**config.mk**
```make
export PLATFORM = sky130hd
export DESIGN_NAME = serial_tx_arbiter_flat
export DESIGN_NICKNAME = d
export VERILOG_FILES = /design/src/rtl/serial_tx_arbiter_if.sv /design/src/rtl/serial_tx_arbiter.sv /design/src/flat_wrapper.sv
export SDC_FILE = /design/constraint.sdc
export NUM_CORES = 1
export LEC_CHECK = 0
export ABC_AREA = 1
export CORE_UTILIZATION = 29
export CTS_BUF_LIST = sky130_fd_sc_hd__clkbuf_4 sky130_fd_sc_hd__clkbuf_8
export CTS_CLUSTER_SIZE = 16
export DETAILED_ROUTE_END_ITERATION = 7
export HOLD_SLACK_MARGIN = 0.03
export SLEW_MARGIN = 20
export SYNTH_ARGS = -nofsm -noshare
export SYNTH_HDL_FRONTEND = slang
export SYNTH_SLANG_ARGS = --single-unit
```
**constraint.sdc**
```tcl
create_clock -name clk -period 2.2 [get_ports clk]
set_input_delay 0.44 -clock clk [delete_from_list [all_inputs] [get_ports clk]]
set_output_delay 0.44 -clock clk [all_outputs]
set_load 0.05 [all_outputs]
```
**src/rtl/serial_tx_arbiter_if.sv**
```systemverilog
// Bundle of requester and serial-line signals for serial_tx_arbiter.
// The slave modport is the arbiter's view; the master modport is the view of
// whoever drives the byte requests and remote CTS (producers / testbench).
interface serial_tx_arbiter_if #(
    parameter int NUM_REQ = 4,
    parameter int IDX_W   = 2
);
    logic [NUM_REQ-1:0]   req;
    logic [8*NUM_REQ-1:0] data;
    logic [NUM_REQ-1:0]   ack;
    logic                 cts;
    logic                 tx;
    logic                 busy;
    logic [IDX_W-1:0]     grant_id;

    modport master (
        output req,
        output data,
        output cts,
        input  ack,
        input  tx,
        input  busy,
        input  grant_id
    );

    modport slave (
        input  req,
        input  data,
        input  cts,
        output ack,
        output tx,
        output busy,
        output grant_id
    );
endinterface

```
**src/rtl/serial_tx_arbiter.sv**
```systemverilog
// serial_tx_arbiter: round-robin share of one UART transmit line among
// NUM_REQ byte sources. Frames are 8N1, LSB first, OVERSAMPLE clocks per bit.
// Optional even-parity bit between data and stop: define SERIAL_TX_ARB_PARITY_EN.
//
// Handshake: a requester raises req[i] with its byte on data[8*i+7:8*i] and
// holds both until ack[i] pulses for one cycle; the byte is captured on the
// granting edge, so data may change once ack is seen. Dropping req before ack
// withdraws the request. A grant only happens in IDLE while cts is high.
module serial_tx_arbiter #(
    parameter int NUM_REQ    = 4,
    parameter int OVERSAMPLE = 32,
    parameter int IDX_W      = 2
) (
    input  logic                 clk,
    input  logic                 reset,
    serial_tx_arbiter_if.slave   bus,
    output logic [2:0]           state_dbg_o
);

    localparam int OS_W = $clog2(OVERSAMPLE);
    localparam logic [OS_W-1:0] OS_LAST = OS_W'(OVERSAMPLE - 1);
    localparam int REQ_EXT_W = 1 << IDX_W;

`ifdef SERIAL_TX_ARB_PARITY_EN
    typedef enum logic [2:0] {
        S_IDLE   = 3'd0,
        S_START  = 3'd1,
        S_DATA   = 3'd2,
        S_STOP   = 3'd3,
        S_PARITY = 3'd4
    } state_t;
`else
    typedef enum logic [2:0] {
        S_IDLE   = 3'd0,
        S_START  = 3'd1,
        S_DATA   = 3'd2,
        S_STOP   = 3'd3
    } state_t;
`endif

    state_t              state_q, state_d;
    logic [7:0]          shift_q, shift_d;
    logic [2:0]          bit_q, bit_d;
    logic [OS_W-1:0]     os_q, os_d;
    logic                tx_q, tx_d;
    logic                busy_q, busy_d;
    logic [NUM_REQ-1:0]  ack_q, ack_d;
    logic [IDX_W-1:0]    grant_q, grant_d;
    logic [IDX_W-1:0]    rr_last_q, rr_last_d;
`ifdef SERIAL_TX_ARB_PARITY_EN
    logic                parity_q, parity_d;
`endif

    // Round-robin selection helpers
    logic [REQ_EXT_W-1:0] req_ext;
    logic [IDX_W:0]       cand_sum;
    logic [IDX_W-1:0]     cand;
    logic                 sel_found;
    logic [IDX_W-1:0]     sel_idx;
    logic [7:0]           sel_byte;
    logic                 os_last;

    assign os_last = (os_q == OS_LAST);

    // Pick the first pending requester after rr_last, wrapping modulo NUM_REQ
    always_comb begin
        req_ext   = '0;
        req_ext[NUM_REQ-1:0] = bus.req;
        cand_sum  = '0;
        cand      = '0;
        sel_found = 1'b0;
        sel_idx   = '0;
        for (int k = 1; k <= NUM_REQ; k++) begin
            cand_sum = {1'b0, rr_last_q} + (IDX_W+1)'(k);
            if (cand_sum >= (IDX_W+1)'(NUM_REQ)) begin
                cand_sum = cand_sum - (IDX_W+1)'(NUM_REQ);
            end
            cand = cand_sum[IDX_W-1:0];
            if (!sel_found && req_ext[cand]) begin
                sel_found = 1'b1;
                sel_idx   = cand;
            end
        end
    end

    // Mux out the byte belonging to the selected requester
    always_comb begin
        sel_byte = 8'h00;
        for (int i = 0; i < NUM_REQ; i++) begin
            if (sel_idx == IDX_W'(i)) begin
                sel_byte = bus.data[8*i +: 8];
            end
        end
    end

    // Next-state and output logic for the frame FSM
    always_comb begin
        state_d   = state_q;
        shift_d   = shift_q;
        bit_d     = bit_q;
        os_d      = os_q;
        tx_d      = tx_q;
        busy_d    = busy_q;
        ack_d     = '0;
        grant_d   = grant_q;
        rr_last_d = rr_last_q;
`ifdef SERIAL_TX_ARB_PARITY_EN
        parity_d  = parity_q;
`endif
        case (state_q)
            S_IDLE: begin
                tx_d   = 1'b1;
                busy_d = 1'b0;
                os_d   = '0;
                bit_d  = '0;
                // cts is only looked at here, so a frame in flight always completes
                if (bus.cts && sel_found) begin
                    shift_d   = sel_byte;
                    grant_d   = sel_idx;
                    rr_last_d = sel_idx;
                    ack_d     = NUM_REQ'(1) << sel_idx;
                    tx_d      = 1'b0;
                    busy_d    = 1'b1;
                    state_d   = S_START;
`ifdef SERIAL_TX_ARB_PARITY_EN
                    parity_d  = ^sel_byte;
`endif
                end
            end
            S_START: begin
                if (os_last) begin
                    os_d    = '0;
                    tx_d    = shift_q[0];
                    shift_d = {1'b0, shift_q[7:1]};
                    bit_d   = '0;
                    state_d = S_DATA;
                end else begin
                    os_d = os_q + OS_W'(1);
                end
            end
            S_DATA: begin
                if (os_last) begin
                    os_d = '0;
                    if (bit_q == 3'd7) begin
`ifdef SERIAL_TX_ARB_PARITY_EN
                        tx_d    = parity_q;
                        state_d = S_PARITY;
`else
                        tx_d    = 1'b1;
                        state_d = S_STOP;
`endif
                    end else begin
                        // shift_q[0] already holds the next data bit
                        tx_d    = shift_q[0];
                        shift_d = {1'b0, shift_q[7:1]};
                        bit_d   = bit_q + 3'd1;
                    end
                end else begin
                    os_d = os_q + OS_W'(1);
                end
            end
`ifdef SERIAL_TX_ARB_PARITY_EN
            S_PARITY: begin
                if (os_last) begin
                    os_d    = '0;
                    tx_d    = 1'b1;
                    state_d = S_STOP;
                end else begin
                    os_d = os_q + OS_W'(1);
                end
            end
`endif
            S_STOP: begin
                if (os_last) begin
                    os_d    = '0;
                    tx_d    = 1'b1;
                    busy_d  = 1'b0;
                    state_d = S_IDLE;
                end else begin
                    os_d = os_q + OS_W'(1);
                end
            end
            default: begin
                tx_d    = 1'b1;
                busy_d  = 1'b0;
                os_d    = '0;
                state_d = S_IDLE;
            end
        endcase
    end

    // State register; reset forces the line idle and aborts any frame at once
    always_ff @(posedge clk or posedge reset) begin
        if (reset) begin
            state_q   <= S_IDLE;
            shift_q   <= '0;
            bit_q     <= '0;
            os_q      <= '0;
            tx_q      <= 1'b1;
            busy_q    <= 1'b0;
            ack_q     <= '0;
            grant_q   <= '0;
            rr_last_q <= IDX_W'(NUM_REQ - 1);
`ifdef SERIAL_TX_ARB_PARITY_EN
            parity_q  <= 1'b0;
`endif
        end else begin
            state_q   <= state_d;
            shift_q   <= shift_d;
            bit_q     <= bit_d;
            os_q      <= os_d;
            tx_q      <= tx_d;
            busy_q    <= busy_d;
            ack_q     <= ack_d;
            grant_q   <= grant_d;
            rr_last_q <= rr_last_d;
`ifdef SERIAL_TX_ARB_PARITY_EN
            parity_q  <= parity_d;
`endif
        end
    end

    assign bus.tx       = tx_q;
    assign bus.busy     = busy_q;
    assign bus.ack      = ack_q;
    assign bus.grant_id = grant_q;
    assign state_dbg_o  = state_q;

endmodule

```
**src/flat_wrapper.sv**
```systemverilog
// flat-port wrapper written by rule: the top's interface ports become plain ports
module serial_tx_arbiter_flat 
#(
    parameter int NUM_REQ    = 4,
    parameter int OVERSAMPLE = 32,
    parameter int IDX_W      = 2
)
  (clk, reset, state_dbg_o, bus_req, bus_data, bus_cts, bus_ack, bus_tx, bus_busy, bus_grant_id);
  serial_tx_arbiter_if #(.NUM_REQ(NUM_REQ), .IDX_W(IDX_W)) bus_i ();
  input  logic clk;
  input  logic reset;
  output logic [2:0] state_dbg_o;
  input wire logic [$bits(bus_i.req)-1:0] bus_req;
  input wire logic [$bits(bus_i.data)-1:0] bus_data;
  input wire logic [$bits(bus_i.cts)-1:0] bus_cts;
  output wire logic [$bits(bus_i.ack)-1:0] bus_ack;
  output wire logic [$bits(bus_i.tx)-1:0] bus_tx;
  output wire logic [$bits(bus_i.busy)-1:0] bus_busy;
  output wire logic [$bits(bus_i.grant_id)-1:0] bus_grant_id;
  assign bus_i.req = bus_req;
  assign bus_i.data = bus_data;
  assign bus_i.cts = bus_cts;
  assign bus_ack = bus_i.ack;
  assign bus_tx = bus_i.tx;
  assign bus_busy = bus_i.busy;
  assign bus_grant_id = bus_i.grant_id;
  serial_tx_arbiter #(.NUM_REQ(NUM_REQ), .OVERSAMPLE(OVERSAMPLE), .IDX_W(IDX_W)) u_core (.clk(clk), .reset(reset), .bus(bus_i), .state_dbg_o(state_dbg_o));
endmodule
```
# [Yosys cells after proc, flatten, opt, wreduce, memory -nomap -nowiden]
# Cells that the tools add are included.
[op_classes] add_sub_neg=10 magnitude_cmp=8 n_eq_ne=14 shifts=1 mux=51 bitwise=1 n_reduce_logical=18
[ops] operator="$mux 8" n=8
[ops] operator="$pmux 8 s3" n=1
[ops] operator="$mux 3" n=7
[ops] operator="$mux 2" n=8
[ops] operator="$mux 1" n=15
[ops] operator="$ge 3x3->1 const B" n=4
[ops] operator="$lt 2x3->1 const B" n=4
[ops] operator="$pmux 3 s4" n=1
[ops] operator="$mux 5" n=2
[ops] operator="$ne 2x1->1 const B" n=5
[ops] operator="$reduce_and 5->1" n=2
[ops] operator="$pmux 3 s3" n=1
[ops] operator="$bmux 1 s2" n=4
[ops] operator="$mux 4" n=2
[ops] operator="$sub 2x1->2 const B" n=4
[ops] operator="$add 2x2->3 const B" n=2
[ops] operator="$eq 3x2->1 const B" n=2
[ops] operator="$add 5x1->5 const B" n=1
[ops] operator="$eq 5x5->1 const B" n=1
[ops] operator="$eq 2x2->1 const B" n=2
[ops] operator="$logic_and 1x1->1" n=4
[ops] operator="$pmux 1 s4" n=1
[ops] operator="$reduce_and 2->1" n=2
[ops] operator="$reduce_and 4->1" n=1
[ops] operator="17 further kinds" n=19
[word_totals] regBits=29 in_bits=39 output_inout_bits=11 elab_cells=112

# [Logic depth before layout (Yosys ltp)]
[depth] depth_word=22 ltp_mapped=17 ltp_nobuf=16

# [Worst setup path after synthesis]
# No wires, ideal clock.
[synth_timing] path_kind="reg-to-reg" startpoint="register u_core.state_q[0], in the netlist u_core.state_dbg_o[0]" endpoint="register u_core.shift_q[0]" setup_ps=69 arrival_ps=2136 t_required_ps=2131 slack_ps=-5 path_stages_with_launch=13 n_path_buf=1 period_less_slack_ps=2205 cell_sequence="dfrtp_1 > inv_1 > ha_1 > clkbuf_1 > a21oi_1 > inv_1 > nor2_1 > nand2_4 > inv_4 > nand2_4 > nor2_1 > nand2_1 > nand3_1"
[synth_via] elab_chain_len=3 word_cells_on_any_way=10 classes_between="eq/ne (6); mux (1); reduce/logical (3)"
[synth_rtl] element="from (decl)" line="serial_tx_arbiter.sv:41" rtl="state_t state_q, state_d;"
[synth_rtl] element="from (signal assigned)" line="serial_tx_arbiter.sv:208" rtl="state_q <= state_d;"
[synth_rtl] element="$eq 3x2->1 (tied with other cells)" line="serial_tx_arbiter.sv:110" rtl="case (state_q)"
[synth_rtl] element="$ne 2x1->1 (no line) (tied with other cells)"
[synth_rtl] element="$reduce_and 5->1 (no line)"
[synth_rtl] element="to (signal assigned)" line="serial_tx_arbiter.sv:209" rtl="shift_q <= shift_d;"
[synth_rtl] element="to (decl)" line="serial_tx_arbiter.sv:42" rtl="logic [7:0] shift_q, shift_d;"
# Several ways; a longest one is shown, not always the timed one.
# A chain may end at the register's enable or synchronous reset.

# [Worst setup path in the final report]
[layout_timing] startpoint="input port bus_req[2]" endpoint="register u_core.shift_q[5]"
[layout_via] elab_chain_len=19 word_cells_on_any_way=35 classes_between="eq/ne (4); mux (22); reduce/logical (9)"
[layout_rtl] element="from (decl)" line="flat_wrapper.sv:13" rtl="input wire logic [$bits(bus_i.req)-1:0] bus_req;"
[layout_rtl] element="$bmux 1 s2" line="serial_tx_arbiter.sv:79" rtl="if (!sel_found && req_ext[cand]) begin"
[layout_rtl] element="$mux 1 (implied by the code)" line="serial_tx_arbiter.sv:79"
[layout_rtl] element="$mux 1" line="serial_tx_arbiter.sv:79"
[layout_rtl] element="$logic_not 1->1" line="serial_tx_arbiter.sv:79"
[layout_rtl] element="$logic_and 1x1->1" line="serial_tx_arbiter.sv:79"
[layout_rtl] element="$mux 1" line="serial_tx_arbiter.sv:79"
[layout_rtl] element="$logic_not 1->1" line="serial_tx_arbiter.sv:79"
[layout_rtl] element="$logic_and 1x1->1" line="serial_tx_arbiter.sv:79"
[layout_rtl] element="$mux 1" line="serial_tx_arbiter.sv:79"
[layout_rtl] element="$logic_not 1->1" line="serial_tx_arbiter.sv:79"
[layout_rtl] element="$logic_and 1x1->1" line="serial_tx_arbiter.sv:79"
[layout_rtl] element="$mux 2" line="serial_tx_arbiter.sv:79"
[layout_rtl] element="$logic_not 2->1" line="serial_tx_arbiter.sv:90" rtl="if (sel_idx == IDX_W'(i)) begin"
[layout_rtl] element="$mux 8 (4 in a row)" line="serial_tx_arbiter.sv:90"
[layout_rtl] element="$mux 8" line="serial_tx_arbiter.sv:117" rtl="if (bus.cts && sel_found) begin"
[layout_rtl] element="$pmux 8 s3" line="serial_tx_arbiter.sv:110"
# Several ways; a longest one is shown, not always the timed one. The select of a mux whose other input is x is not followed.

==> flow_summary.toml <==
[clock_tree]
cts_made_buffers = 3
worst_path_clk_slew_ns = 0.10
clockBufferDepth = 2
cts_root_buf = "clkbuf_8"
tritoncts_num_sinks = 28
ctsHtreeMaxLevel = 1
cts_tree = "built"
source_to_sink_clock_delay_at_the_later_pin_of_the_worst_skew_pair_ns = 0.27

[yosys]
yosysUniqueCellTypes = 33
ys_seq_elements = 28
synth_sequential_area_ratio_pct = 37.3
syn_area_mm2 = 0.00189
synth_largest_type_area_fraction_pct = 33.1
post_synth_inst_count = 258
async_reset_ff_share_pct = 100
syn-mean-instance-area_um2 = 7.33
synth_most_common_cell = "nand2_1"
number_of_enable_flip_flop_cells_after_synthesis = 0
ys.flop_type = "dfrtp_1"
netlist_top_cells_area = "dfrtp_1 33%, nand2_1 14%, nand3_1 7.1%"
syn-num-nets = 306
synth_top_cell_by_area = "dfrtp_1"
yosysWarningCount = 0
synth.top_cells.by_count = "72 x nand2_1, 34 x nor2_1, 27 x nand3_1, 25 x dfrtp_1, 18 x inv_1"

[min_path]
hp-class = "flop to flop"

[timing]
final-max-slew-violation-count = 0
timing.final.setup_violations = 0
worst_clock_skew_ns = 0.0110
final.min_clock_period_ns = 2.05
worstMarginPinSlew_ns = 0.513
holdWs_ns = 0.463
maxClockFrequency_mhz = 487
number_of_hold_violations_in_the_final_report = 0
rsz0062_at_grt = "true"
fin_crit_sh_pct = 93.3
relSlewSlack_pct = 65.7

[worst_setup_path]
arrival_ns = 2.22
required_time_reported_for_the_critical_path_endpoint_ns = 2.37
crit_path_end_kind = "flop"
timing.critical_path.fanout_max = 7
critical_path.startpoint_type = "input pin"
worst-setup-path-type = "input pin to flop"

[layout]
antenna_cells = 0
ff_latch_area_um2 = 706
fraction_of_layout_instances_using_a_drive_strength_above_1_pct = 20.6
num-nets-final = 375
multi_input_area_mm2 = 0.00104
n_fill_cell = 671
area.growth.synth_to_final_pct = 40.4
stdcell_area_mm2 = 0.00265

[pwr]
ir_drop_v = 0.000194
p_sw_share_pct = 29.7
share_clk_of_total_power_pct = 24.3
total_switching_power_uw = 358
total_leakage_power_uw = 0.00134
combPwrFrac_pct = 32.1
power_frac_seq_pct = 43.5
p_int_uw = 845
power_density_mw_per_mm2 = 453
power.total_uw = 1200

[global_routing]
first_pass_grt_wire_length_um = 7650
via_count_of_the_first_global_routing_pass = 1753
grt_antenna_before_repair = 0
globalRouteOverflowTotal = 0
grt_max_degree = 29
grt_util_all_layers_pct = 14.7

[routing]
wirelength_um = 4510
viasPerCell = 4.56
detail_route.iter0.violations = 84
antenna_violating_nets_post_route = 0
remaining_drc_errors = 0
dr.pass1.iters = 4
wire_per_inst_um = 11.2
dr_total_vias = 1836

[floorplan]
core_region_area_mm2 = 0.00631
top_level_ports = 50
die_h_um = 82.7
die-area_mm2 = 0.00685
die_w_um = 82.7
initial_core_util_pct = 29.9
std_cell_rows = 29

[run_status]
outcome = "finished, final reports clean"

[place]
gp_routability_congestion = 0.842
detailed_place_hpwl_um = 3700
count_of_buffers_from_port_buffering = 48
dpl_cell_area_mm2 = 0.00257

[job]
drv_cap = 0
## layout make-up
| cell class | instances | area share [%] |
|---|---|---|
| Clock buffer | 4 | 1.84 |
| Inverter | 26 | 3.82 |
| Multi-Input combinational cell | 198 | 39.3 |
| Tap cell | 77 | 3.63 |
| Sequential cell | 28 | 26.6 |
| Timing Repair Buffer | 70 | 24.8 |
## cell usage in the layout, fill, tap and decap left out, types with 2 or more instances in the layout
cell / count
nand2_4: 6
nor3_1: 2
a21oi_1: 7
a31oi_1: 2
inv_1: 18
clkdlybuf4s50_1: 48
inv_2: 6
buf_4: 21
ha_1: 9
nand2_1: 70
o21ai_1: 5
nand3_1: 27
nor2_2: 2
o21ai_0: 8
dfstp_2: 3
dfrtp_1: 24
nor2_1: 33
nand2_2: 11
clkbuf_8: 3
nor2_4: 2
o21ai_2: 2
nand3_2: 3
## stage by stage
stage                     TNS (ns)  util (%)  setup slack [ns]  cells
final                            0      42.0             0.147    403
after global routing       -0.0235      42.0           -0.0130    403
after CTS                        0      41.4            0.0738    399
after detailed placement     -1.07      40.7            -0.154    395
after global placement      -0.597      40.7           -0.0994    395
after floorplan                  0         -             0.161    258
## state kept, by name (all words and copies together) (netlist names)
register             count
u_core.bit_q             3
u_core.bus.ack           4
u_core.bus.busy          1
u_core.bus.grant_id      2
u_core.bus.tx            1
u_core.os_q              5
u_core.rr_last_q         2
u_core.shift_q           8
u_core.state_dbg_o       2
## path summary, 6_finish.rpt
kind	start	endpoint	slack, ns	depth (start not counted)
setup / recovery	bus_req[2]	u_core.shift_q[5]	0.15	15
hold / removal	u_core.os_q[0]	u_core.os_q[0]	0.46	1
setup reg to reg	u_core.rr_last_q[0]	u_core.shift_q[5]	0.15	15
hold reg to reg	u_core.os_q[0]	u_core.os_q[0]	0.46	1
max in group asynchronous	reset	u_core.rr_last_q[0]	1.36	3
min in group asynchronous	reset	u_core.shift_q[6]	0.52	3
## power by group through the flow
stage / combinational (uW) / clock, uW / sequential (uW)
floorplan: 217 / 0 / 540
global route: 423 / 326 / 524
CTS: 377 / 307 / 525
detailed placement: 376 / 0 / 535
finish: 387 / 293 / 524
global placement: 375 / 0 / 535
## worst max-delay path, cell delays in order
cell             delay (ns)
clkdlybuf4s50_1        0.50
nand2_1                0.08
nand2_2                0.10
nand2_2                0.08
nand2_4                0.08
nor2_1                 0.04
nor2_1                 0.11
nand2_2                0.08
nand2_4                0.11
clkinv_2               0.08
buf_4                  0.16
o21ai_1                0.15
nand3_1                0.10
nand2_1                0.06
nand3_1                0.06
## what timing repair did
| action | CTS | global route |
|---|---|---|
| setup endpoints to repair | 0 | 10 |
| resized for setup | 0 | 3 |
| hold buffers | 0 | 0 |
| setup buffers | 0 | 4 |
## per-layer routing
metal | vias up | wire [um] | track usage, % | part of all wire, %
met2 | 44 | 2100 | 23.8 | 46
met1 | 832 | 2210 | 20.3 | 49
met5 | - | 0 | 0 | 0
li1 | 955 | - | - | -
met4 | 0 | 44 | 4.31 | 0.98
met3 | 5 | 155 | 1.87 | 3.4
## cell families (layout without fill, tap and decap cells)
family          count (synthesis)  in the layout  share of synthesized area (%)
fa+ha+maj                       9              9                           5.96
flops                          28             28                           37.3
xor+xnor                        1              1                          0.463
other cells                     1              1                          0.198
simple gates                  161            161                           40.4
compound gates                 26             26                           7.74
buf+inv                        32            100                           7.94
No activity file was read; power rests on OpenSTA's default activity.
==> RTL edit 1, RTL diff (same flow settings) <==
The option `SERIAL_TX_ARB_PARITY_EN` is turned on by a define.
--- a/src/rtl/serial_tx_arbiter.sv
+++ b/src/rtl/serial_tx_arbiter.sv
@@ -6,6 +6,8 @@
 // holds both until ack[i] pulses for one cycle; the byte is captured on the
 // granting edge, so data may change once ack is seen. Dropping req before ack
 // withdraws the request. A grant only happens in IDLE while cts is high.
+`define SERIAL_TX_ARB_PARITY_EN
+
 module serial_tx_arbiter #(
     parameter int NUM_REQ    = 4,
     parameter int OVERSAMPLE = 32,
Check against the original RTL: no difference found for any inputs over 10 cycles, from zero or initial values and one cycle with reset high; that may be too few to reach the edited logic, so the function may still have changed.
==> RTL edit 1 against the unedited design <==
  * The flow now finishes with violations (setup timing)
  * Cell area is 35% higher
  * Hold slack better by 0.0094 ns
  * Synthesized cell count is 31% higher
  * Critical path depth is 7 higher
  * Sequential cell count is 2 higher
  * Wire length is 32% higher
  * Fmax is 22% lower
  * Setup slack worse by 0.58 ns
  * Area after synthesis is 24% higher
Power is left out: the tool's default activity adds up to more than one toggle a clock period on the data nets, which glitch-free logic cannot reach.
==> RTL edit 1: results <==
export IMPL_cts_buffers=5
export IMPL_multiplexer_area_fraction_after_synthesis=0
export IMPL_postRouteWirelength_um=5950
export IMPL_detailed_routing_iterations_pass_1=4
export IMPL_ctsHtreeMaxLevel=2
export IMPL_reg2reg_from="u_core.rr_last_q[0]"
export IMPL_dp_hpwl_um=4550
export IMPL_hold_path_class="flip-flop to flip-flop"
export IMPL_mappedNetlistNets=382
export IMPL_gp_congestion=0.840
export IMPL_synthesis_instances=339
export IMPL_initialDrtViolationCount=107
export IMPL_post_place_instance_area_sq_um=3140
export IMPL_grt_first_pass_wirelength_um=10100
export IMPL_status="finished, violations left"
export IMPL_finalNetCount=476
export IMPL_placed_cells=514
export IMPL_timing_critical_path_slowest_cell_delay_ns=0.61
export IMPL_timing_slew_headroom=0.646
export IMPL_grt_antenna_before_repair=0
export IMPL_r2r_worst_path_cells=22
export IMPL_setup_violations_final=12
export IMPL_cts_root_to_sink_buffers=2
export IMPL_cp_arrival_ns=2.80
export IMPL_critPathSlowestCell="sky130_fd_sc_hd__dfstp_2"
export IMPL_timing_hold_worst_endpoint="u_core.os_q[0]"
export IMPL_yosysWarningCount=0
export IMPL_synth_adder_area_share=0.0214
export IMPL_path_clk_slew_ns=0.06
export IMPL_regMostFlops="u_core.shift_q"
export IMPL_holdCritStartpoint="u_core.os_q[0]"
export IMPL_setup_tns_ns=-2.00
export IMPL_finalWorstSetupSlack_ns=-0.432
export IMPL_synth_compound_area_share=0.117
export IMPL_fin_hold_ws_ns=0.473
export IMPL_synth_seq_area_share=0.323
export IMPL_number_of_vias_per_cell=4.52
export IMPL_via_count_of_the_first_global_routing_pass=2244
export IMPL_grt_max_degree=31
export IMPL_port_buffers=49
export IMPL_yosys_cell_types_count=34
export IMPL_yosys_top_cells_count="sky130_fd_sc_hd__nand2_1, sky130_fd_sc_hd__inv_1, sky130_fd_sc_hd__nor2_1"
export IMPL_route_detailed_wl_per_inst_um=11.1
export IMPL_worst_setup_path_endpoint="u_core.parity_q"
export IMPL_failed_checks="setup timing"
export IMPL_worstReg2RegEnd="u_core.parity_q"
export IMPL_pre_cts_slack_ns=-0.695
export IMPL_synthXorXnorAreaFrac=0.00375
export IMPL_fraction_of_layout_instances_using_a_drive_strength_above_1=0.329
export IMPL_slew_violations=0
export IMPL_cp_max_fo=9
export IMPL_n_fill_cell=777
export IMPL_synth_area_leaders="sky130_fd_sc_hd__dfrtp_1, sky130_fd_sc_hd__nand2_1, sky130_fd_sc_hd__inv_1, sky130_fd_sc_hd__nor2_1, sky130_fd_sc_hd__o21ai_0"
export IMPL_crit_start="u_core.rr_last_q[0]"
export IMPL_fin_worst_skew_ns=0.00937
export IMPL_gr_usage_all_layers=0.148
## RTL edit 1: changes by cell type in the layout (fill, tap and decap cells not counted), sizes merged, moves of 5 or more
| cell | change |
|---|---|
| buf | +22 |
| ha | -5 |
| inv | +22 |
| nand2 | +31 |
| nor2 | +7 |
| o21ai | +14 |
| or2 | +5 |
## RTL edit 1: final cells by class
type,instances,area (sq um),share of cell area
clock buffer,7,90.1,0.0252
clock inverter,1,5.00,0.00140
inverter,48,185,0.0519
multi-input combinational,255,1530,0.428
sequential,30,754,0.211
tap,102,128,0.0358
timing repair buffer,93,880,0.246
## RTL edit 1: timing repair
action | CTS | global route
setup endpoints to repair | 12 | 21
setup buffers | 8 | 7
resized for setup | 34 | 45
pin swaps | 9 | 23
## RTL edit 1: metal layers
layer | vias to the layer above | track usage | wire length (um)
met4 | 0 | 0.0378 | 133
met1 | 1094 | 0.189 | 2740
met2 | 59 | 0.256 | 2860
met5 | - | 0 | 0
met3 | 12 | 0.0290 | 217
li1 | 1258 | - | -
==> RTL edit 2, RTL diff (config.mk and constraints unchanged) <==
Without the edit above. `os_q` no longer has a reset.
--- a/src/rtl/serial_tx_arbiter.sv
+++ b/src/rtl/serial_tx_arbiter.sv
@@ -195,7 +195,6 @@
             state_q   <= S_IDLE;
             shift_q   <= '0;
             bit_q     <= '0;
-            os_q      <= '0;
             tx_q      <= 1'b1;
             busy_q    <= 1'b0;
             ack_q     <= '0;
@@ -208,7 +207,6 @@
             state_q   <= state_d;
             shift_q   <= shift_d;
             bit_q     <= bit_d;
-            os_q      <= os_d;
             tx_q      <= tx_d;
             busy_q    <= busy_d;
             ack_q     <= ack_d;
@@ -220,6 +218,10 @@
         end
     end
 
+    always_ff @(posedge clk) begin
+        os_q <= os_d;
+    end
+
     assign bus.tx       = tx_q;
     assign bus.busy     = busy_q;
     assign bus.ack      = ack_q;
Function: same outputs for any inputs over 10 cycles, from zero or initial values and one cycle with reset high; that may be too few to reach the edited logic, so the function may still have changed.
==> RTL edit 2 against the unedited design <==
  * Area after synthesis is 1.1% higher
  * Via count fell by 1.3%
  * Wire length fell by 0.69%
  * Setup slack worse by 0.015 ns
  * Sequential cell count stayed put
  * Cell area grew 1.2%
  * Global-route usage down 1.4 points
  * Non-clock buffer count shrank 1
Power is left out: the tool's default activity adds up to more than one toggle a clock period on the data nets, which glitch-free logic cannot reach.
==> RTL edit 2: results <==
export IMPL_number_of_inserted_diodes=0
export IMPL_route_detailed_wl_per_inst_um=11.2
export IMPL_fin_worst_skew_ns=0.00313
export IMPL_holdCritStartpoint="u_core.os_q[0]"
export IMPL_hold_path_depth=1
export IMPL_dp_hpwl_um=3590
export IMPL_mappedNetlistNets=303
export IMPL_regMostFlops="u_core.shift_q"
export IMPL_detailed_routing_iterations_pass_1=4
export IMPL_gp_congestion=0.813
export IMPL_synth_seq_area_share=0.356
export IMPL_r2r_worst_path_cells=17
export IMPL_port_buffers=48
export IMPL_initialDrtViolationCount=95
export IMPL_grt_max_degree=24
export IMPL_cts_buffers=3
export IMPL_worstReg2RegEnd="u_core.shift_q[7]"
export IMPL_status="finished, final reports clean"
export IMPL_yosys_cell_types_count=37
export IMPL_num_vias=1813
export IMPL_synth_area_leaders="sky130_fd_sc_hd__dfrtp_1, sky130_fd_sc_hd__nand2_1, sky130_fd_sc_hd__nand3_1, sky130_fd_sc_hd__dfxtp_1, sky130_fd_sc_hd__ha_1"
export IMPL_placed_cells=393
export IMPL_grt_antenna_before_repair=0
export IMPL_fin_hold_ws_ns=0.471
export IMPL_hold_path_class="flip-flop to flip-flop"
export IMPL_fraction_of_layout_instances_using_a_drive_strength_above_1=0.201
export IMPL_path_clk_slew_ns=0.09
export IMPL_async_flop_share=0.821
export IMPL_finalNonFillerCells=401
export IMPL_cp_arrival_ns=2.30
export IMPL_register_area_sq_um=681
export IMPL_worst_case_register_to_register_setup_slack_ns=0.13
export IMPL_cp_max_fo=13
export IMPL_finalNetCount=372
export IMPL_pre_cts_slack_ns=-0.119
export IMPL_gr_usage_all_layers=0.133
export IMPL_timing_critical_path_slowest_cell_delay_ns=0.56
export IMPL_yosys_top_cells_count="sky130_fd_sc_hd__nand2_1, sky130_fd_sc_hd__inv_1, sky130_fd_sc_hd__nand3_1"
export IMPL_via_count_of_the_first_global_routing_pass=1671
export IMPL_post_place_instance_area_sq_um=2570
export IMPL_timing_hold_worst_endpoint="u_core.os_q[0]"
export IMPL_grt_first_pass_wirelength_um=7420
export IMPL_n_fill_cell=655
export IMPL_synthesis_instances=256
export IMPL_critPathSlowestCell="sky130_fd_sc_hd__dfstp_2"
export IMPL_worst_slew_pin_slew_ns=0.496
RTL edit 2: changes by cell type after synthesis, sizes merged, moves of 4 or more:
cell,delta
dfxtp,+5
nor2,-13
o21ai,+4
dfrtp,-5
nand2,+7
nand3,-4
RTL edit 2: repair_timing:
| action | 4_1_cts | 5_1_grt |
|---|---|---|
| hold endpoints to repair | 0 | 0 |
| gates resized for setup | 0 | 5 |
| setup endpoints to repair | 0 | 9 |
| setup buffers | 0 | 4 |
RTL edit 2: cell type report:
type	count	area share
timing repair buffer	69	0.246
clock buffer	4	0.0205
tap	77	0.0359
inverter	29	0.0443
sequential	28	0.253
multi-input combinational	194	0.400
RTL edit 2: kinds of logic (layout without fill, tap and decap cells):
group                    count (synthesis)  in the layout  share of synthesized area
flip-flops                              28             28                      0.356
AND/OR/NAND/NOR                        152            152                      0.401
other                                    1              1                    0.00196
adder cells (fa/ha/maj)                  8              8                     0.0524
XOR/XNOR                                 1              1                    0.00458
AO/OA/AOI/OAI                           32             32                     0.0930
buffers and inverters                   34            102                     0.0917
RTL edit 2: worst max path at each step:
stage                          start           endpoint  slack [ns]
2_1_floorplan  u_core.state_dbg_o[1]  u_core.shift_q[2]        0.12
3_3_place_gp              bus_req[3]  u_core.shift_q[0]       -0.11
3_5_place_dp              bus_req[3]  u_core.shift_q[5]       -0.12
4_1_cts          u_core.rr_last_q[0]  u_core.shift_q[5]        0.08
5_1_grt          u_core.rr_last_q[0]  u_core.shift_q[1]       -0.03
6_report         u_core.rr_last_q[0]  u_core.shift_q[7]        0.13
RTL edit 2: per-layer routing:
metal / GRT usage / vias up / part of all wire
li1: - / 956 / -
met1: 0.185 / 807 / 0.51
met2: 0.210 / 45 / 0.44
met3: 0.0149 / 5 / 0.034
met4: 0.0517 / 0 / 0.013
met5: 0 / - / 0
